--- src/rtl/zeroheti_obi_rr_arbiter_if.sv ---
// OBI bundle between NumMgr managers, the round-robin arbiter and one shared
// subordinate. Names are taken from the arbiter's point of view: mgr_* faces
// the managers and sbr_* faces the subordinate.
//   slave  : the arbiter itself (accepts manager requests, drives the subordinate)
//   master : the surrounding system (managers plus the subordinate model)
interface zeroheti_obi_rr_arbiter_if #(
    parameter int NumMgr    = 3,
    parameter int AddrWidth = 32,
    parameter int DataWidth = 32
);
    localparam int BeWidth = DataWidth / 8;

    // manager side
    logic [NumMgr-1:0]           mgr_req;
    logic [NumMgr*AddrWidth-1:0] mgr_addr;
    logic [NumMgr-1:0]           mgr_we;
    logic [NumMgr*BeWidth-1:0]   mgr_be;
    logic [NumMgr*DataWidth-1:0] mgr_wdata;
    logic [NumMgr-1:0]           mgr_gnt;
    logic [NumMgr-1:0]           mgr_rvalid;
    logic [DataWidth-1:0]        mgr_rdata;
    logic                        mgr_err;

    // subordinate side
    logic                        sbr_req;
    logic [AddrWidth-1:0]        sbr_addr;
    logic                        sbr_we;
    logic [BeWidth-1:0]          sbr_be;
    logic [DataWidth-1:0]        sbr_wdata;
    logic                        sbr_gnt;
    logic                        sbr_rvalid;
    logic [DataWidth-1:0]        sbr_rdata;
    logic                        sbr_err;

    modport slave (
        input  mgr_req, mgr_addr, mgr_we, mgr_be, mgr_wdata,
        output mgr_gnt, mgr_rvalid, mgr_rdata, mgr_err,
        output sbr_req, sbr_addr, sbr_we, sbr_be, sbr_wdata,
        input  sbr_gnt, sbr_rvalid, sbr_rdata, sbr_err
    );

    modport master (
        output mgr_req, mgr_addr, mgr_we, mgr_be, mgr_wdata,
        input  mgr_gnt, mgr_rvalid, mgr_rdata, mgr_err,
        input  sbr_req, sbr_addr, sbr_we, sbr_be, sbr_wdata,
        output sbr_gnt, sbr_rvalid, sbr_rdata, sbr_err
    );
endinterface

--- src/rtl/zeroheti_obi_rr_arbiter.sv ---
// Round-robin arbiter sharing one OBI subordinate port between NumMgr managers.
// One transaction is outstanding at a time; the response is routed back to
// the manager that issued it. The round-robin pointer advances only when a
// response completes, so a manager stalled on a grant keeps its turn.
module zeroheti_obi_rr_arbiter #(
    parameter int  NumMgr    = 3,
    parameter int  AddrWidth = 32,
    parameter int  DataWidth = 32,
    localparam int IdxWidth  = (NumMgr > 2) ? $clog2(NumMgr) : 1
) (
    input  logic                clk_i,
    input  logic                rst_ni,
    zeroheti_obi_rr_arbiter_if.slave obi,
    output logic [IdxWidth-1:0] owner_o,
    output logic                unexp_rsp_o
);
    localparam int BeWidth = DataWidth / 8;

    typedef enum logic [1:0] {
        IDLE     = 2'd0,
        WAIT_GNT = 2'd1,
        WAIT_RSP = 2'd2
    } state_e;

    state_e              state_q, state_d;
    logic [IdxWidth-1:0] rr_ptr_q, rr_ptr_d;
    logic [IdxWidth-1:0] sel_q, sel_d;

    logic [IdxWidth-1:0] winner;
    logic                any_req;
    logic [IdxWidth-1:0] sel_idx;

    // per-manager payload split out of the packed buses
    logic [AddrWidth-1:0] addr_arr  [NumMgr];
    logic                 we_arr    [NumMgr];
    logic [BeWidth-1:0]   be_arr    [NumMgr];
    logic [DataWidth-1:0] wdata_arr [NumMgr];

    for (genvar g = 0; g < NumMgr; g++) begin : g_unpack
        assign addr_arr[g]  = obi.mgr_addr[g*AddrWidth +: AddrWidth];
        assign we_arr[g]    = obi.mgr_we[g];
        assign be_arr[g]    = obi.mgr_be[g*BeWidth +: BeWidth];
        assign wdata_arr[g] = obi.mgr_wdata[g*DataWidth +: DataWidth];
    end

    // Round-robin search: first requester after rr_ptr_q, wrapping modulo NumMgr.
    always_comb begin
        winner  = '0;
        any_req = |obi.mgr_req;
        for (int i = NumMgr; i >= 1; i--) begin
            // scanning from the far end lets the nearest requester overwrite
            int cand;
            cand = (int'(rr_ptr_q) + i) % NumMgr;
            if (obi.mgr_req[IdxWidth'(cand)]) begin
                winner = IdxWidth'(cand);
            end
        end
    end

    // While idle the payload follows the live winner; afterwards it is locked to sel_q.
    assign sel_idx = (state_q == IDLE) ? winner : sel_q;

    // State, pointer and selection registers.
    always_ff @(posedge clk_i or negedge rst_ni) begin
        if (!rst_ni) begin
            state_q  <= IDLE;
            rr_ptr_q <= IdxWidth'(NumMgr - 1);
            sel_q    <= '0;
        end else begin
            state_q  <= state_d;
            rr_ptr_q <= rr_ptr_d;
            sel_q    <= sel_d;
        end
    end

    // Next-state logic plus request, grant, response routing and stray-response flag.
    always_comb begin
        state_d        = state_q;
        rr_ptr_d       = rr_ptr_q;
        sel_d          = sel_q;
        obi.sbr_req    = 1'b0;
        obi.mgr_gnt    = '0;
        obi.mgr_rvalid = '0;
        unexp_rsp_o    = 1'b0;

        unique case (state_q)
            IDLE: begin
                unexp_rsp_o = obi.sbr_rvalid;
                if (any_req) begin
                    obi.sbr_req = 1'b1;
                    sel_d       = winner;
                    if (obi.sbr_gnt) begin
                        obi.mgr_gnt = NumMgr'(1) << winner;
                        state_d     = WAIT_RSP;
                    end else begin
                        state_d     = WAIT_GNT;
                    end
                end
            end
            WAIT_GNT: begin
                unexp_rsp_o = obi.sbr_rvalid;
                obi.sbr_req = 1'b1;
                if (obi.sbr_gnt) begin
                    obi.mgr_gnt = NumMgr'(1) << sel_q;
                    state_d     = WAIT_RSP;
                end
            end
            WAIT_RSP: begin
                if (obi.sbr_rvalid) begin
                    obi.mgr_rvalid = NumMgr'(1) << sel_q;
                    rr_ptr_d       = sel_q;
                    state_d        = IDLE;
                end
            end
            default: begin
                state_d = IDLE;
            end
        endcase
    end

    // Forward the selected payload; zero it whenever no request is presented.
    always_comb begin
        obi.sbr_addr  = '0;
        obi.sbr_we    = 1'b0;
        obi.sbr_be    = '0;
        obi.sbr_wdata = '0;
        if (obi.sbr_req) begin
            obi.sbr_addr  = addr_arr[sel_idx];
            obi.sbr_we    = we_arr[sel_idx];
            obi.sbr_be    = be_arr[sel_idx];
            obi.sbr_wdata = wdata_arr[sel_idx];
        end
    end

    // Response data and error are broadcast; managers qualify them with rvalid.
    assign obi.mgr_rdata = obi.sbr_rdata;
    assign obi.mgr_err   = obi.sbr_err;
    assign owner_o       = sel_q;

`ifndef SYNTHESIS
    logic [AddrWidth+BeWidth+DataWidth:0] sel_pld;
    assign sel_pld = {addr_arr[sel_idx], we_arr[sel_idx], be_arr[sel_idx], wdata_arr[sel_idx]};

    // A manager waiting for its grant must keep req high and its payload stable.
    a_req_held: assert property (@(posedge clk_i) disable iff (!rst_ni)
        (state_q == WAIT_GNT) |-> (obi.mgr_req[sel_q] && $stable(sel_pld)));

    a_gnt_onehot: assert property (@(posedge clk_i) disable iff (!rst_ni)
        $onehot0(obi.mgr_gnt));

    a_rvalid_onehot: assert property (@(posedge clk_i) disable iff (!rst_ni)
        $onehot0(obi.mgr_rvalid));
`endif

endmodule
--- src/flat_wrapper.sv ---
// flat-port wrapper written by rule: the top's interface ports become plain ports
module zeroheti_obi_rr_arbiter_flat 
#(
    parameter int  NumMgr    = 3,
    parameter int  AddrWidth = 32,
    parameter int  DataWidth = 32,
    localparam int IdxWidth  = (NumMgr > 2) ? $clog2(NumMgr) : 1
)
  (clk_i, rst_ni, owner_o, unexp_rsp_o, obi_mgr_req, obi_mgr_addr, obi_mgr_we, obi_mgr_be, obi_mgr_wdata, obi_mgr_gnt, obi_mgr_rvalid, obi_mgr_rdata, obi_mgr_err, obi_sbr_req, obi_sbr_addr, obi_sbr_we, obi_sbr_be, obi_sbr_wdata, obi_sbr_gnt, obi_sbr_rvalid, obi_sbr_rdata, obi_sbr_err);
  zeroheti_obi_rr_arbiter_if #(.NumMgr(NumMgr), .AddrWidth(AddrWidth), .DataWidth(DataWidth)) obi_i ();
  input  logic clk_i;
  input  logic rst_ni;
  output logic [IdxWidth-1:0] owner_o;
  output logic unexp_rsp_o;
  input wire logic [$bits(obi_i.mgr_req)-1:0] obi_mgr_req;
  input wire logic [$bits(obi_i.mgr_addr)-1:0] obi_mgr_addr;
  input wire logic [$bits(obi_i.mgr_we)-1:0] obi_mgr_we;
  input wire logic [$bits(obi_i.mgr_be)-1:0] obi_mgr_be;
  input wire logic [$bits(obi_i.mgr_wdata)-1:0] obi_mgr_wdata;
  output wire logic [$bits(obi_i.mgr_gnt)-1:0] obi_mgr_gnt;
  output wire logic [$bits(obi_i.mgr_rvalid)-1:0] obi_mgr_rvalid;
  output wire logic [$bits(obi_i.mgr_rdata)-1:0] obi_mgr_rdata;
  output wire logic [$bits(obi_i.mgr_err)-1:0] obi_mgr_err;
  output wire logic [$bits(obi_i.sbr_req)-1:0] obi_sbr_req;
  output wire logic [$bits(obi_i.sbr_addr)-1:0] obi_sbr_addr;
  output wire logic [$bits(obi_i.sbr_we)-1:0] obi_sbr_we;
  output wire logic [$bits(obi_i.sbr_be)-1:0] obi_sbr_be;
  output wire logic [$bits(obi_i.sbr_wdata)-1:0] obi_sbr_wdata;
  input wire logic [$bits(obi_i.sbr_gnt)-1:0] obi_sbr_gnt;
  input wire logic [$bits(obi_i.sbr_rvalid)-1:0] obi_sbr_rvalid;
  input wire logic [$bits(obi_i.sbr_rdata)-1:0] obi_sbr_rdata;
  input wire logic [$bits(obi_i.sbr_err)-1:0] obi_sbr_err;
  assign obi_i.mgr_req = obi_mgr_req;
  assign obi_i.mgr_addr = obi_mgr_addr;
  assign obi_i.mgr_we = obi_mgr_we;
  assign obi_i.mgr_be = obi_mgr_be;
  assign obi_i.mgr_wdata = obi_mgr_wdata;
  assign obi_mgr_gnt = obi_i.mgr_gnt;
  assign obi_mgr_rvalid = obi_i.mgr_rvalid;
  assign obi_mgr_rdata = obi_i.mgr_rdata;
  assign obi_mgr_err = obi_i.mgr_err;
  assign obi_sbr_req = obi_i.sbr_req;
  assign obi_sbr_addr = obi_i.sbr_addr;
  assign obi_sbr_we = obi_i.sbr_we;
  assign obi_sbr_be = obi_i.sbr_be;
  assign obi_sbr_wdata = obi_i.sbr_wdata;
  assign obi_i.sbr_gnt = obi_sbr_gnt;
  assign obi_i.sbr_rvalid = obi_sbr_rvalid;
  assign obi_i.sbr_rdata = obi_sbr_rdata;
  assign obi_i.sbr_err = obi_sbr_err;
  zeroheti_obi_rr_arbiter #(.NumMgr(NumMgr), .AddrWidth(AddrWidth), .DataWidth(DataWidth)) u_core (.clk_i(clk_i), .rst_ni(rst_ni), .obi(obi_i), .owner_o(owner_o), .unexp_rsp_o(unexp_rsp_o));
endmodule
--- config.mk ---
export PLATFORM = sky130hd
export DESIGN_NAME = zeroheti_obi_rr_arbiter_flat
export DESIGN_NICKNAME = d
export VERILOG_FILES = /design/src/rtl/zeroheti_obi_rr_arbiter_if.sv /design/src/rtl/zeroheti_obi_rr_arbiter.sv /design/src/flat_wrapper.sv
export SDC_FILE = /design/constraint.sdc
export NUM_CORES = 1
export LEC_CHECK = 0
export BUFFER_PORTS_ARGS = -buffer_cell sky130_fd_sc_hd__buf_2
export CORE_AREA = 8 8 132 134
export DETAILED_ROUTE_END_ITERATION = 8
export DIE_AREA = 0 0 140 142
export GPL_TIMING_DRIVEN = 0
export HOLD_SLACK_MARGIN = 0.03
export SLEW_MARGIN = 20
export SYNTH_ARGS = -nofsm -noshare
export SYNTH_HDL_FRONTEND = slang
export SYNTH_SLANG_ARGS = --single-unit
--- constraint.sdc ---
create_clock -name clk_i -period 4.2 [get_ports clk_i]
set_input_delay 1.26 -clock clk_i [delete_from_list [all_inputs] [get_ports clk_i]]
set_output_delay 1.26 -clock clk_i [all_outputs]
set_load 0.005 [all_outputs]
==> impl_results.md, run 1 <==
* Num CTS Buffers at 3
* Core area at 15420 um2
* Largest family of logic cells by synthesized area: compound AO/OA/AOI/OAI gates
* RSZ-0062 raised after global routing: true
* Delay-heaviest family, CP: buffers and inverters
* FMAX at 0.2330 GHz
* DP HPWL at 13.31 mm
* DRC at 0
* CP Max Fanout at 7
* Power density cells at about 570 nW/um2
* Violated checks: negative setup slack
* Fin util at 35.89%
* Site Rows at 46
* Area leader, netlist: mux2i_1
* Total Wirelength at 16.33 mm
* Non-Filler Instances at approximately 890
* Ys Warns at 0
* Ant. Diodes at 0
* Syn Area/Cell at 7.603 um2
* Drt wl/cell at around 18 um
* Data required, critical path at 2.94 ns
* Final slew viol count at 0
* Netlist cell types at 38
* Max clock buf depth at 2
* DRT Pass-1 Iters at 4
* Worst Path Buf+Inv at 6
* Pin count of the biggest net entering global routing at 11
* Hold crit path type: register to register
* Vias per cell at 4.569
* Most frequent CP cell: buf_8
* IO Count at 359
* Max-Cap Viols at 0
* Setup crit start kind: input pin
* Most frequent cells in the layout: 327 x buf_2, 73 x inv_1, 59 x mux2i_1
* Rel. slew slack at 76.36%
* Initial DRC count at roughly 140
* ANT nets after route at 0
* Layout cells sized above 1 at 68.83%
* Synth area leaders: mux2i_1 27%, o32ai_1 20%, inv_1 10%, buf_4 9.8%, o32ai_2 6.1%
* Starting Density at 17.30%
* Final nets at 945
* Dpl cells at 868
* Syn Inst Count at 351
* Clock slew seen by the registers of the worst setup and hold paths at 0.03 ns
* Setup ws final at -0.09253 ns
* Post-synthesis mux area share at around 28%
* Leak pwr at about 0.0029 uW
* Post-synthesis cell area at 2669 um2
* Setup TNS at -1.668 ns
* H-tree lvl count at 1
* CP peak stage delay at 0.27 ns
* Grt ovf at 0
* Worst slack at placement at -0.8258 ns
* Worst EP arrival at slightly above 3 ns
* Critical-path cell list: buf_8 -> nor2b_4 -> a2111oi_4 -> a211o_1 -> buf_6 -> or2_4 -> buf_12 -> buf_8 -> buf_16 -> o32ai_2 -> buf_2
* Adder-Cell Fraction of Synth Area at 1.875%
* Syn_nets at roughly 600
* Compound-cell area share of the yosys netlist at 30.99%
* Vias in the first global route at 4283
* Slowest-stage cell, CP: a211o_1
* Tcrit/Tclk final at 102.2%
* CP Capture Type: output pin
* Clk sinks at 6
* Setup Skew at 0.002956 ns
* Xor and xnor area share after synthesis at 0%
* Initial antenna violation count at 0
* CTS tree: built
* Worst-Margin Slew at approximately 0.35 ns
* First-pass GRT wire length at 22.86 mm
* IO Port Bufs at 325
* Sequential-to-total area share from yosys stat at between 5 and 6%
* Status: finished, violations left
* Final worst path period need at between 4 and 5 ns
* Final Setup Violations at 53
* Insertion delay to the later sink of the worst-skew pair at 0.23 ns
* Synthesized flop and latch total at 6
* Vias at 4044
* CTS Hold Bufs at 0
* Share of the synthesized area in the top cell type at between 20% and 30%
* Max rail drop VDD at 0.2983 mV
* Simple-gate share of the synthesized area at 7.595%
* GP Congestion at 0.8230
* Worst Setup Path Type: input pin to output pin
* Die height at ~140 um
* Chip Width at 140 um
* Die area at just under 20000 um2
* Most common cell after layout, fill and taps aside: buf_2
* Area Growth Syn to Fin at 107.4%
* Total track usage at between 10% and 20%
* Final Hold Violating Endpoints at 0
* CTS root buf: clkbuf_16
* Power Total at 3128 uW
-- routing by layer --
| metal | vias to the layer above | share of wire [%] | GRT usage [%] |
|---|---|---|---|
| met5 | - | 0 | 0 |
| met4 | 0 | 2.1 | 3.486 |
| met1 | 1834 | 38 | 15.21 |
| met3 | 21 | 9.3 | 5.334 |
| met2 | 238 | 51 | 26.25 |
| li1 | 1951 | - | - |
-- repair_timing --
action,in CTS,in global routing
endpoints found under the setup margin,69,69
pin swaps,7,23
resized for setup,63,94
endpoints found under the hold margin,0,0
buffers inserted,7,5
cloned,2,2
-- per-stage QoR --
stage | hold WS, ns | area [um2]
2_1_floorplan | 0.4793 | 2669
3_3_place_gp | 0.5096 | 4536
3_5_place_dp | 0.5195 | 4536
4_1_cts | 0.5244 | 5055
5_1_grt | 0.5316 | 5535
6_report | 0.5233 | 5535
-- path summary, 6_finish.rpt --
path | slack [ns] | cells past startpoint | start | endpoint
worst max-delay path | -0.09 | 11 | obi_mgr_req[0] | obi_sbr_wdata[26]
worst min-delay path | 0.52 | 2 | u_core.rr_ptr_q[1] | u_core.rr_ptr_q[1]
worst max register to register | 2.06 | 7 | u_core.rr_ptr_q[1] | u_core.owner_o[0]
worst min register to register | 0.52 | 2 | u_core.rr_ptr_q[1] | u_core.rr_ptr_q[1]
max in group asynchronous | 3.13 | 1 | rst_ni | u_core.rr_ptr_q[1]
min in group asynchronous | 0.85 | 1 | rst_ni | u_core.state_q[0]
-- cell families after synthesis --
logic type | count (synthesis)
buf+inv | 140
compound gates | 89
mux | 74
simple gates | 38
flops | 6
fa+ha+maj | 4
-- worst reg2reg max path: cells and delay by family (launching register included) --
kind                     cells  cell delay (ns)
AO/OA/AOI/OAI                3             0.60
AND/OR/NAND/NOR              2             0.49
flip-flops                   1             0.57
adder cells (fa/ha/maj)      1             0.23
buffers and inverters        1             0.20
-- power breakdown --
group	internal, uW	switching [uW]	total (uW)
clock network	126	33.8	160
logic	1430	1440	2870
registers	79.7	22.3	102
total	1640	1490	3130
-- area by class of cell --
class	instances	area (um2)
inverters	74	277.8
fillers	1623	9889
well taps	192	240.2
multi-input cells	205	2330
clock buffers	4	78.83
repair buffers	339	1867
flip-flops and latches	6	151.4
plain buffers	65	590.6
-- registers in the layout (all words and copies together) (netlist names) --
register         flops
u_core.rr_ptr_q      2
u_core.state_q       2
u_core.owner_o       2
-- cell usage after synthesis, drive strengths merged --
master,count
a2111oi,1
a211o,2
a21oi,2
a22o,1
a311oi,1
a31o,1
a31oi,2
and2,1
and3,1
and3b,1
buf,55
clkbuf,11
dfrtp,5
dfstp,1
ha,4
inv,74
mux2,2
mux2i,72
nand2,8
nand2b,4
nand3,1
nand3b,3
nor2,8
nor2b,3
nor3,3
nor3b,1
o21ai,5
o221ai,1
o22ai,1
o2bb2ai,1
o32ai,71
or2,3
or3,1
Note: power is estimated with default switching activity, not from simulation.
==> run 2: changes to the inputs <==
--- a/config.mk
+++ b/config.mk
@@ -11,6 +11,7 @@
 export DIE_AREA = 0 0 140 142
 export GPL_TIMING_DRIVEN = 0
 export HOLD_SLACK_MARGIN = 0.03
+export RECOVER_POWER = 25
 export SLEW_MARGIN = 20
 export SYNTH_ARGS = -nofsm -noshare
 export SYNTH_HDL_FRONTEND = slang
==> impl_results.md, run 2 (synthesis results as in run 1) <==
* Clock slew seen by the registers of the worst setup and hold paths at 0.03 ns (about the same)
* Reg2Reg Setup Slack at 2.06 ns (about the same)
* Tcrit/Tclk final at 102.3% (about the same)
* Area Growth Syn to Fin at 107.3% (about the same)
* Worst-Margin Slew at 0.3537 ns (unchanged)
* Setup TNS at -1.701 ns (-0.03335 ns)
* Data required, critical path at 2.94 ns (about the same)
* Register area at 151.4 um2 (unchanged)
* Worst Setup Path Type: input pin to output pin
* Initial antenna violation count at 0 (unchanged)
* CTS root buf: clkbuf_16
* Die area at 19880 um2 (unchanged)
* Final slew viol count at 0 (unchanged)
* Final nets at 945 (unchanged)
* Total Wirelength at 16.32 mm (about the same)
* FMAX at 0.2328 GHz (about the same)
* Slowest-stage cell, CP: o32ai_1
* Critical-path cell list: buf_8 -> nor2b_4 -> a2111oi_4 -> a211o_1 -> buf_6 -> or2_4 -> buf_12 -> clkbuf_4 -> o32ai_1 -> buf_2
* Power Total at 3128 uW (about the same)
* Starting Density at 17.30% (unchanged)
* R2r endpoint: u_core.owner_o[0]
* Footprint of the multi-input gates at 2330 um2 (unchanged)
* CP Max Fanout at 10 (+3)
* ANT nets after route at 0 (unchanged)
* Total track usage at 14.30% (unchanged)
* Die height at 142 um (unchanged)
* First-pass GRT wire length at 22.86 mm (unchanged)
* Chip Width at 140 um (unchanged)
* IO Count at 359 (unchanged)
* CP peak stage delay at 0.30 ns (+0.03 ns)
* Final Hold Violating Endpoints at 0 (unchanged)
* Depth of the worst register-to-register path at 7 (unchanged)
* H-tree lvl count at 1 (unchanged)
* Setup crit start kind: input pin
* Worst EP arrival at 3.03 ns (about the same)
* DRT Pass-1 Iters at 4 (unchanged)
* Status: finished, violations left
* Core area at 15420 um2 (unchanged)
* Vias at 4047 (+0.074%)
* CP Capture Type: output pin
* Setup Skew at 0.002956 ns (-0.00000006000 ns)
* Crit path to: obi_sbr_wdata[14]
* Fin util at 35.87% (about the same)
* Site Rows at 46 (unchanged)
* Violated checks: negative setup slack
* Vias in the first global route at 4283 (unchanged)
* CTS Hold Bufs at 0 (unchanged)
* Most frequent cells in the layout: 325 x buf_2, 73 x inv_1, 59 x mux2i_1
* Pin count of the biggest net entering global routing at 11 (unchanged)
* Setup ws final at -0.09491 ns (-0.002380 ns)
* Hold Slack at 0.5233 ns (unchanged)
* Initial DRC count at 134 (-1.5%)
* Max rail drop VDD at 0.2978 mV (-0.18%)
* DRC at 0 (unchanged)
* Num CTS Buffers at 3 (unchanged)
* Leak pwr at 0.002900 uW (-0.19%)
* Layout cells sized above 1 at 68.54% (-0.29 points)
* Hold crit path type: register to register
* Final Setup Violations at 54 (+1.9%)
* Most common cell after layout, fill and taps aside: buf_2
* GP Congestion at 0.8230 (unchanged)
* FILL cells at 1624 (+0.062%)
* Grt ovf at 0 (unchanged)
* Insertion delay to the later sink of the worst-skew pair at 0.23 ns (about the same)
* Max clock buf depth at 2 (unchanged)
* Vias per cell at 4.573 (about the same)
* Clk sinks at 6 (unchanged)
* Ant. Diodes at 0 (unchanged)
* Critical Path Start: obi_mgr_req[0]
* IO Port Bufs at 325 (unchanged)
* RSZ-0062 raised after global routing: true
* Max-Cap Viols at 0 (unchanged)
* Drt wl/cell at 18.44 um (about the same)
* CTS tree: built
* Rel. slew slack at 76.36% (unchanged)
* Power density cells at 565.3 nW/um2 (about the same)
* Final worst path period need at 4.295 ns (+0.002380 ns)
* DP HPWL at 13.31 mm (unchanged)
* Reg-to-Reg Start: u_core.rr_ptr_q[1]
==> run 2: changes by cell type in the layout (fill, tap and decap cells not counted), sizes merged <==
cell / delta
clkbuf: +2
buf: -2
==> run 2: worst min-delay path by stage <==
stage | endpoint | slack (ns) | from | depth (start not counted)
final | u_core.rr_ptr_q[1] | 0.52 | u_core.rr_ptr_q[1] | 2
after global routing | u_core.rr_ptr_q[1] | 0.53 | u_core.rr_ptr_q[1] | 2
after CTS | u_core.rr_ptr_q[1] | 0.52 | u_core.rr_ptr_q[1] | 2
after detailed placement | u_core.rr_ptr_q[1] | 0.52 | u_core.rr_ptr_q[1] | 2
after global placement | u_core.rr_ptr_q[1] | 0.51 | u_core.rr_ptr_q[1] | 2
after floorplan | u_core.rr_ptr_q[1] | 0.48 | u_core.rr_ptr_q[1] | 2
==> run 2: layout make-up <==
type,count,share of cell area (%)
multi-input combinational,205,42.11
timing repair buffer,339,33.70
buffer,65,10.67
inverter,74,5.020
tap,192,4.342
sequential,6,2.736
clock buffer,4,1.425
==> run 2: what timing repair did <==
action                                  CTS  global route
pin swaps                                 7            23
cloned                                    2             2
gates resized for setup                  63            94
endpoints found under the setup margin   69            69
buffers inserted                          7             5
==> run 2: metal layers <==
layer	global-route usage [%]	part of all wire (%)
met4	3.486	2.1
met5	0	0
met3	5.334	9.5
met2	26.25	51
met1	15.21	37
==> run 2: report_power, final <==
part	total (uW)	internal, uW	switching (uW)	leakage, uW
Combinational	2870	1430	1430	0.00279
Clock	160	126	33.9	0.0000382
Sequential	102	79.7	22.3	0.0000739
==> run 2: worst max-delay path: cells and delay by family <==
kind                   cells  cell delay (ns)
AND/OR/NAND/NOR            2             0.39
AO/OA/AOI/OAI              3             0.62
buffers and inverters      5             0.74
==> run 2: per-stage QoR <==
step | std cells | worst slack, ns | instance area [um2]
5_1_grt | 885 | -0.1369 | 5533
3_3_place_gp | 868 | -0.8096 | 4536
6_report | 885 | -0.09491 | 5533
3_5_place_dp | 868 | -0.8258 | 4536
2_1_floorplan | 351 | 0.2539 | 2669
4_1_cts | 880 | -0.1445 | 5055
==> run 3: changes to the inputs <==
--- a/config.mk
+++ b/config.mk
@@ -6,9 +6,9 @@
 export NUM_CORES = 1
 export LEC_CHECK = 0
 export BUFFER_PORTS_ARGS = -buffer_cell sky130_fd_sc_hd__buf_2
-export CORE_AREA = 8 8 132 134
+export CORE_AREA = 3 3 139 141
 export DETAILED_ROUTE_END_ITERATION = 8
-export DIE_AREA = 0 0 140 142
+export DIE_AREA = 0 0 142 144
 export GPL_TIMING_DRIVEN = 0
 export HOLD_SLACK_MARGIN = 0.03
 export RECOVER_POWER = 25
==> impl_results.md, run 3 (synthesis results as in run 1) <==
* Switching share of power at 45.87% (-1.8 points)
* DP HPWL at 12.07 mm (-9.3%)
* Most common cell after layout, fill and taps aside: buf_2
* Setup TNS at -0.7727 ns (+0.9283 ns)
* Max-Cap Viols at 0 (unchanged)
* Chip Width at 142 um (+1.4%)
* Grt ovf at 0 (unchanged)
* Final Hold Violating Endpoints at 0 (unchanged)
* GP Congestion at 0.7863 (-4.5%)
* Register area at 151.4 um2 (unchanged)
* Final slew viol count at 0 (unchanged)
* Pin count of the biggest net entering global routing at 11 (unchanged)
* Initial DRC count at 112 (-16%)
* CTS Hold Bufs at 0 (unchanged)
* CTS root buf: clkbuf_16
* Violated checks: negative setup slack
* Setup Skew at 0.004247 ns (+0.001291 ns)
* Site Rows at 49 (+6.5%)
* Vias per cell at 4.329 (-5.3%)
* Starting Density at 14.76% (-2.5 points)
* Max rail drop VDD at 0.3383 mV (+14%)
* Worst Path Buf+Inv at 6 (+1)
* CP peak stage delay at 0.28 ns (-0.02 ns)
* CP Max Fanout at 7 (-3)
* Final nets at 957 (+1.3%)
* Total track usage at 12.44% (-1.9 points)
* H-tree lvl count at 1 (unchanged)
* Die height at 144 um (+1.4%)
* Vias at 4043 (-0.099%)
* Hold crit path type: register to register
* Setup ws final at -0.07101 ns (+0.02389 ns)
* Leak pwr at 0.003081 uW (+6.2%)
* Psw at 1668 uW (+12%)
* Clock Power Share at 4.5% (-0.6 points)
* FILL cells at 1872 (+15%)
* Area Growth Syn to Fin at 132.8%
* Critical-path cell list: buf_8 -> buf_12 -> mux2_4 -> a31o_4 -> a211o_1 -> buf_8 -> buf_12 -> clkbuf_16 -> o32ai_2 -> buf_2
* IO Port Bufs at 325 (unchanged)
* Rel. slew slack at 70.59% (-5.8 points)
* Data required, critical path at 2.94 ns (about the same)
* Gate power share at 92.8% (+1.2 points)
* Vias in the first global route at 3813 (-11%)
* Status: finished, violations left
* ANT nets after route at 0 (unchanged)
* Clk sinks at 6 (unchanged)
* Num CTS Buffers at 3 (unchanged)
* Hold Slack at 0.5002 ns (-0.02310 ns)
* IO Count at 359 (unchanged)
* Most frequent cells in the layout: 322 x buf_2, 73 x inv_1, 50 x o32ai_2
* FMAX at 0.2341 GHz (+0.56%)
* Final worst path period need at 4.271 ns (-0.02389 ns)
* Internal Pwr Total at 1969 uW (+20%)
* Max clock buf depth at 2 (unchanged)
* Power density cells at 585.4 nW/um2 (+3.6%)
* Tcrit/Tclk final at 101.7% (-0.57 points)
* Worst-Margin Slew at 0.4366 ns (+0.08280 ns)
* Total Wirelength at 15.39 mm (-5.7%)
* CTS tree: built
* Slowest-stage cell, CP: a211o_1
* Sequential Power Share at 2.7% (-0.6 points)
* Final Setup Violations at 28 (-48%)
* RSZ-0062 raised after global routing: true
* Drt wl/cell at 16.48 um (-11%)
* Die area at 20450 um2 (+2.9%)
* DRT Pass-1 Iters at 4 (unchanged)
* Core area at 18090 um2 (+17%)
* Setup crit start kind: input pin
* Footprint of the multi-input gates at 2703 um2 (+16%)
* Layout cells sized above 1 at 73.62% (+5.1 points)
* Ant. Diodes at 0 (unchanged)
* Initial antenna violation count at 0 (unchanged)
* DRC at 0 (unchanged)
* Worst EP arrival at 3.01 ns (-0.02 ns)
* Clock slew seen by the registers of the worst setup and hold paths at 0.03 ns (about the same)
* CP Capture Type: output pin
* Worst Setup Path Type: input pin to output pin
* First-pass GRT wire length at 20.47 mm (-10%)
* Delay-heaviest family, CP: buffers and inverters
* Insertion delay to the later sink of the worst-skew pair at 0.23 ns (about the same)
## run 3: repair_timing
item                                   4_1_cts  5_1_grt
pin swaps                                   10       13
gates cloned                                 2        5
gates resized for setup                    104      127
setup endpoints to repair                   69       69
endpoints found under the hold margin        0        0
setup buffers                               13        8
## run 3: metal layers
layer	vias up	wire (um)	track usage [%]	part of all wire, %
met1	1851	6043	15.32	39
met3	15	886	1.389	5.8
met4	0	126	1.364	0.82
met2	209	8332	23.90	54
li1	1968	-	-	-
met5	-	0	0	0
## run 3: path summary, 6_finish.rpt
check	from	to	slack (ns)	cells past startpoint
min in group asynchronous	rst_ni	u_core.owner_o[1]	0.90	1
worst min-delay path	u_core.rr_ptr_q[1]	u_core.rr_ptr_q[1]	0.50	2
worst max register to register	u_core.rr_ptr_q[1]	u_core.owner_o[0]	2.22	7
worst min register to register	u_core.rr_ptr_q[1]	u_core.rr_ptr_q[1]	0.50	2
worst max-delay path	obi_mgr_req[0]	obi_sbr_wdata[24]	-0.07	10
max in group asynchronous	rst_ni	u_core.rr_ptr_q[1]	3.00	1
## run 3: power by group through the flow
stage	clock (uW)	combinational, uW	sequential (uW)
after floorplan	0	1250	95.8
after global routing	166	3610	102
after CTS	165	2680	98.3
final	162	3380	98.3
after detailed placement	0	2080	98.9
after global placement	0	2060	98.7
## run 3: worst reg2reg max path, stage by stage, from the launching register on
cell	delay (ns)
dfstp_2	0.55
ha_1	0.22
clkbuf_4	0.20
and3b_1	0.22
nor3_4	0.17
a31oi_1	0.11
o21ai_0	0.26
a22o_1	0.19
## run 3: stage by stage
| stage | setup WS [ns] | cells | cell area, um2 | util (%) | total power, uW |
|---|---|---|---|---|---|
| 3_3_place_gp | -0.8739 | 905 | 4582 | 25.33 | 2157 |
| 3_5_place_dp | -0.8887 | 905 | 4582 | 25.33 | 2177 |
| 6_report | -0.07101 | 934 | 6213 | 34.35 | 3637 |
| 4_1_cts | -0.1525 | 923 | 5381 | 29.75 | 2945 |
| 2_1_floorplan | 0.2539 | 351 | 2669 | - | 1344 |
| 5_1_grt | -0.1419 | 934 | 6213 | 34.35 | 3878 |
## run 3: layout make-up
| cell class | instances | share of cell area (%) |
|---|---|---|
| Inverter | 74 | 4.470 |
| Multi-Input combinational cell | 205 | 43.50 |
| Timing Repair Buffer | 353 | 33.65 |
| Tap cell | 229 | 4.611 |
| Buffer | 63 | 10.07 |
| Clock buffer | 4 | 1.269 |
| Sequential cell | 6 | 2.437 |
